**src/rtl/ip_filter_cam_rw.sv**
```systemverilog
// Runtime-writable protocol-tag to destination-ID CAM with a one-stage
// registered lookup pipeline (valid/ready on both sides) and a saturating miss counter.
module ip_filter_cam_rw #(
  parameter int                  NUM_ENTRIES = 4,
  parameter int                  TAG_W       = 8,
  parameter int                  DST_ID_W    = 2,
  parameter int                  IDX_W       = (NUM_ENTRIES > 1) ? $clog2(NUM_ENTRIES) : 1,
  parameter int                  MISS_CNT_W  = 16,
  parameter logic [TAG_W-1:0]    RST_TAG     = TAG_W'(17),
  parameter logic [DST_ID_W-1:0] RST_DST     = '0
) (
  input  logic                  clk,
  input  logic                  rst,
  input  logic                  wr_val,
  input  logic [IDX_W-1:0]      wr_idx,
  input  logic [TAG_W-1:0]      wr_tag,
  input  logic [DST_ID_W-1:0]   wr_data,
  input  logic                  wr_valid,
  input  logic                  clr_all,
  input  logic                  rd_req_val,
  input  logic [TAG_W-1:0]      rd_req_tag,
  output logic                  rd_req_rdy,
  output logic                  rd_resp_val,
  output logic                  rd_resp_hit,
  output logic [DST_ID_W-1:0]   rd_resp_data,
  output logic [IDX_W-1:0]      rd_resp_idx,
  input  logic                  rd_resp_rdy,
  output logic [MISS_CNT_W-1:0] miss_cnt,
  input  logic                  miss_cnt_clr
);

  logic [TAG_W-1:0]    tag_q  [NUM_ENTRIES];
  logic [DST_ID_W-1:0] data_q [NUM_ENTRIES];
  logic [NUM_ENTRIES-1:0] valid_q;

  logic                wr_in_range;
  logic                req_accept;
  logic                lk_hit;
  logic [IDX_W-1:0]    lk_idx;
  logic [DST_ID_W-1:0] lk_data;

  assign wr_in_range = (32'(wr_idx) < 32'(NUM_ENTRIES));
  assign rd_req_rdy  = !rd_resp_val || rd_resp_rdy;
  assign req_accept  = rd_req_val && rd_req_rdy;

  // Table storage: clr_all first, then the write so it wins for its own index.
  always_ff @(posedge clk) begin
    if (rst) begin
      for (int i = 0; i < NUM_ENTRIES; i++) begin
        tag_q[i]  <= '0;
        data_q[i] <= '0;
      end
      valid_q   <= '0;
      tag_q[0]  <= RST_TAG;
      data_q[0] <= RST_DST;
      valid_q[0] <= 1'b1;
    end else begin
      if (clr_all)
        valid_q <= '0;
      if (wr_val && wr_in_range) begin
        tag_q[wr_idx]   <= wr_tag;
        data_q[wr_idx]  <= wr_data;
        valid_q[wr_idx] <= wr_valid;
      end
    end
  end

  // Priority match: scanning downward lets the lowest matching index win.
  always_comb begin
    lk_hit  = 1'b0;
    lk_idx  = '0;
    lk_data = '0;
    for (int i = NUM_ENTRIES - 1; i >= 0; i--) begin
      if (valid_q[i] && (tag_q[i] == rd_req_tag)) begin
        lk_hit  = 1'b1;
        lk_idx  = IDX_W'(i);
        lk_data = data_q[i];
      end
    end
  end

  always_ff @(posedge clk) begin
    if (rst) begin
      rd_resp_val  <= 1'b0;
      rd_resp_hit  <= 1'b0;
      rd_resp_data <= '0;
      rd_resp_idx  <= '0;
    end else if (req_accept) begin
      rd_resp_val  <= 1'b1;
      rd_resp_hit  <= lk_hit;
      rd_resp_data <= lk_data;
      rd_resp_idx  <= lk_idx;
    end else if (rd_resp_rdy) begin
      rd_resp_val  <= 1'b0;
    end
  end

  // Misses are counted at accept time; a same-cycle clear takes priority.
  always_ff @(posedge clk) begin
    if (rst || miss_cnt_clr)
      miss_cnt <= '0;
    else if (req_accept && !lk_hit && (miss_cnt != '1))
      miss_cnt <= miss_cnt + 1'b1;
  end

endmodule
```
**config.mk**
```make
export PLATFORM = sky130hd
export DESIGN_NAME = ip_filter_cam_rw
export DESIGN_NICKNAME = d
export VERILOG_FILES = /design/src/rtl/ip_filter_cam_rw.sv
export SDC_FILE = /design/constraint.sdc
export NUM_CORES = 1
export LEC_CHECK = 0
export BUFFER_PORTS_ARGS = -buffer_cell sky130_fd_sc_hd__buf_4
export CORE_ASPECT_RATIO = 0.6
export CORE_MARGIN = 2
export CORE_UTILIZATION = 30
export DETAILED_ROUTE_END_ITERATION = 6
export PLACE_DENSITY_LB_ADDON = 0.08
export SETUP_SLACK_MARGIN = 0.3
export SLEW_MARGIN = 20
export SYNTH_ARGS = -nofsm -noshare
export SYNTH_HDL_FRONTEND = slang
export SYNTH_SLANG_ARGS = --single-unit
```
**constraint.sdc**
```tcl
create_clock -name clk -period 2.2 [get_ports clk]
set_input_delay 0.22 -clock clk [delete_from_list [all_inputs] [get_ports clk]]
set_output_delay 0.22 -clock clk [all_outputs]
set_load 0.02 [all_outputs]
```
Word level (Yosys, flattened, before mapping)
Memories as Yosys holds them, arrays and structs flattened.
Cells that the tools add are included.
- register bits: 26
- RAM bits: 40
- input bits: 28
- output and inout bits: 23
- logic and storage cells: 66
- memories: 2
- add/subtract/negate cells: 1
- magnitude comparators: 2
- equality and inequality tests: 5
- multiplexer cells: 33
- bitwise logic cells: 2
- reduce and logical (&&, ||, !) cells: 15
- memory list (memory ; words ; bits a word ; rd ports ; clocked after Yosys merged registers in ; wr ports ; RTL line ; text):
    tag_q ; 4 ; 8 ; 4 ; 0 ; 4 ; 32 ; logic [TAG_W-1:0] tag_q [NUM_ENTRIES];
    data_q ; 4 ; 2 ; 4 ; 0 ; 4 ; 33 ; logic [DST_ID_W-1:0] data_q [NUM_ENTRIES];
- operator list (operator ; count):
    == test 8 bit ; 4
    two-way mux 2 bit ; 12
    adder 16 x 1 -> 16 bit, second input constant ; 1
    two-way mux 8 bit ; 2
    inequality test 16 bit, second input constant ; 1
    two-way mux 1 bit ; 14
    two-way mux 4 bit ; 3
    logical AND 1 bit ; 8
    OR reduction 8 bit ; 1
    bitwise mux 4 bit ; 1
    < comparator 2 x 3 -> 1 bit, second input constant ; 1
    demux 1 bit (select 2 bit) ; 1
    >= comparator 2 x 1 -> 1 bit, second input constant ; 1
    logical NOT 1 bit ; 2
    logical OR 1 bit ; 2
    OR 1 bit ; 2
    nonzero test 2 bit ; 1
    OR reduction 2 bit ; 1

Logic depth before layout (Yosys ltp)
An unclocked memory read counts as a cell.
- depth in word-level cells: 10
- depth in mapped cells: 9
- mapped depth without buffers: 7

Worst setup path before layout
Ideal clock, no wire load.
- path type: register to register
- start: register miss_cnt[0]
- end: register miss_cnt[7]
- setup time: 0.059 ns
- data arrival time: 2.285 ns
- data required time: 2.141 ns
- path slack: -0.144 ns
- stages on the path, launching flop included: 10
- path buffers: 2
- path through: dfxtp_1 > ha_1 > and2_1 > clkbuf_1 > and3_1 > and2_4 > buf_6 > or4_1 > or4_1 > nand2_1
- longest elaborated chain between the ends: 2
- elaborated cells on any way between the ends: 3
- classes of those cells: add/sub (1); eq/ne (1); reduce/logical (1)
- ends and longest elaborated chain (what ; RTL line ; text):
    start: declaration ; 28 ; output logic [MISS_CNT_W-1:0] miss_cnt,
    start signal: assignment ; 103 ; miss_cnt <= miss_cnt + 1'b1;
    branches (longest 2 deep; another with adder 16 x 1 -> 16 bit) ; n/a ;
Several ways; the timed one is not identified.
A chain may end at the register's enable or synchronous reset.

Worst setup path in the final report
- start: register miss_cnt[0]
- end: register miss_cnt[6]
The elaborated chain is that of the path after synthesis.

==> key figures <==
Outcome
  – Outcome: complete, no violations

Finish
  – Fillers: 1009
  – Antenna diodes: 0
  – Layout cell share with drive strength beyond 1: 0.330
  – Final net count: 448
  – Multi-input gate area: 0.00176 sq mm
  – Sequential Area: 0.00163 sq mm
  – Area delta synth->final: 40.0%

Synthesis
  – Netlist cell types: 43
  – Post-synth top area cell: edfxtp_1
  – Post-synth top area share: 0.276
  – Yosys warnings: 0
  – Register area share after synthesis: 0.497
  – Post-synthesis area per instance: 9.32 sq um
  – Mapped Area: 0.00326 sq mm
  – Flops & latches, synth: 66
  – Area contributors post-synth: edfxtp_1, dfxtp_1, nand2_1, xnor2_1, or4_1
  – Syn_nets: 379
  – Cells after Synth: 350

Global routing
  – All-Layer GR Usage: 0.177
  – Largest net degree at the start of global routing: 29
  – Wire length of the first global-routing pass: 15600 um
  – Initial antenna violation count: 0
  – Vias in the first global route: 2728
  – Total gr overflow: 0

Timing
  – Slew HR: 0.359
  – Fin crit period: about 2.1 ns
  – Worst slew pin tran: around 0.96 ns
  – Max Freq: 487 MHz
  – Clk_skew: 0.00476 ns
  – Final hold vios: 0
  – Setup ws final: 0.147 ns
  – Slew Viols, Final: 0
  – Total negative setup slack: 0 ns
  – RSZ-0062 raised after global routing: yes
  – Final period utilization: 0.933
  – Final setup viols: 0

Floorplan
  – Die Ht: 84.8 um
  – Core area: around 0.011 sq mm
  – Starting Density: 0.309
  – DIE AREA: approximately 0.012 sq mm
  – Num ports: 51
  – Placement row count: 29
  – DIE WIDTH: 139 um

Power and ir drop
  – Power Dens Cells: 700 mW/mm^2
  – Peak supply drop: approximately 0.4 mV
  – Lkg Pwr: 1.75 nW

Worst setup path
  – Startpoint types: register
  – WP data arrival: 2.33 ns
  – CP Capture Type: register
  – Worst Path Max Fanout: 9
  – CP Data Required Time: 2.48 ns
  – Worst setup path class: register to register

Route
  – Antenna Nets Post-Route: 0
  – Via-per-instance ratio: 5.10
  – Detailed-router iteration count before antenna repair: 4
  – Routed wire length: 10200 um
  – DRC viols: 0
  – Vias: 2873
  – DRT iter0 DRCs: 178
  – DR WL/cell: between 15 and 20 um

CTS
  – Maximum clock path buffer count: 2
  – Clock Latency Late Sink: 0.34 ns
  – Clock-pin slew on the worst setup and hold paths: 0.06 ns
  – H-tree depth: 3
  – Hold_buf cts: 0
  – CTS Buf Count: 9
  – CTS tree: yes
  – Clock sinks: 66
  – Root buffer cell: clkbuf_16

Placed design
  – Count of input and output buffers: 50
  – RePlAce Congestion: 0.848
  – Pre-CTS setup slack: 0.143 ns
  – Final HPWL DP: roughly 7000 um

Min path
  – Min-Delay Path Class: input port to register

Run
  – # Max-Cap Violations: 0
## placed cells by master, fill, tap and decap left out, drive strengths merged, types with 5 or more instances in the layout
| cell type | instances |
|---|---|
| a21oi | 16 |
| and2 | 6 |
| buf | 76 |
| clkbuf | 10 |
| dfxtp | 36 |
| edfxtp | 30 |
| inv | 11 |
| nand2 | 59 |
| nand2b | 5 |
| nand3 | 13 |
| nand3b | 8 |
| nand4 | 14 |
| nor2 | 27 |
| nor3 | 8 |
| o211ai | 8 |
| or4 | 18 |
| xnor2 | 25 |
| xor2 | 7 |
## logic make-up (layout without fill, tap and decap cells)
family	Yosys count	in the layout	share of synthesized area
flip-flops	66	66	0.497
multiplexers	3	3	0.00921
adder cells (fa/ha/maj)	1	1	0.00384
AO/OA/AOI/OAI	43	43	0.0871
AND/OR/NAND/NOR	176	176	0.278
XOR/XNOR	32	32	0.0859
buffers and inverters	29	103	0.0391
## per-layer routing
layer	vias up	part of all wire	GRT usage
li1	1399	-	-
met1	1400	0.55	0.283
met2	69	0.39	0.226
met3	5	0.052	0.0542
met4	0	0.0052	0.0441
met5	-	0	0
## metrics by stage
step                utilization  cells  area, sq um  hold slack (ns)  total power [mW]
finish                    0.432    563         4570            0.105              3.20
detailed placement        0.365    533         3850            0.448              1.69
CTS                       0.413    556         4360           0.0915              3.20
global placement          0.365    533         3850            0.441              1.69
floorplan                     -    350         3290            0.338              1.55
global route              0.432    563         4570            0.123              3.32
## path summary, 6_finish.rpt
path	from	slack [ns]	cells after the start	to
worst min-delay path	wr_tag[0]	0.11	3	tag_q[0][0]
worst min register to register	data_q[0][1]	0.46	2	data_q[0][1]
worst max-delay path	miss_cnt[0]	0.15	7	miss_cnt[6]
worst max register to register	miss_cnt[0]	0.15	7	miss_cnt[6]
## Yosys cell counts, drive strengths merged
cell	number
xnor2	25
ha	1
nand3	13
nand2	59
a21boi	1
nand3b	8
o41ai	1
xor2	7
a211o	1
or3	4
buf	6
a31oi	3
or2	1
nor2	27
o311ai	1
and3	3
mux2i	3
o21ai	2
nor2b	4
o31ai	4
dfxtp	36
nor4	2
nand4	14
inv	11
a21oi	16
nor3b	1
a31o	2
nor3	8
nand2b	5
o311a	1
a22oi	2
a311oi	1
and4	3
and2	6
o211ai	8
clkbuf	12
or4	18
edfxtp	30
## registers in the layout, summed over array words and instances, names as in the netlist
name,count
rd_resp_hit,1
data_q,8
tag_q,32
valid_q,4
rd_resp_data,2
rd_resp_idx,2
rd_resp_val,1
miss_cnt,16
## power breakdown
part	internal, mW	total (mW)	leakage, nW	switching, mW
sequential	1.34	1.37	0.589	0.0303
clock	0.907	1.46	0.142	0.553
combinational	0.159	0.363	1.02	0.204
## timing repair
action	CTS	global route
resized for setup	19	37
pin swaps	11	23
setup buffers	4	6
cloned	3	1
setup endpoints to repair	15	20
## final cells by class
cell class,count,share of cell area
clock buffers,10,0.0523
clock inverters,6,0.0145
inverters,11,0.00904
multi-input cells,255,0.386
flip-flops and latches,66,0.357
well taps,139,0.0381
repair buffers,76,0.143
## critical path: stages, from the launching register on
cell and delay, ns:
dfxtp_4 0.37, ha_4 0.17, and2_1 0.16, and3_4 0.19
and2_4 0.19, or4_4 0.42, or4_4 0.43, nand2_2 0.08
Power figures use the tool's default switching activity.
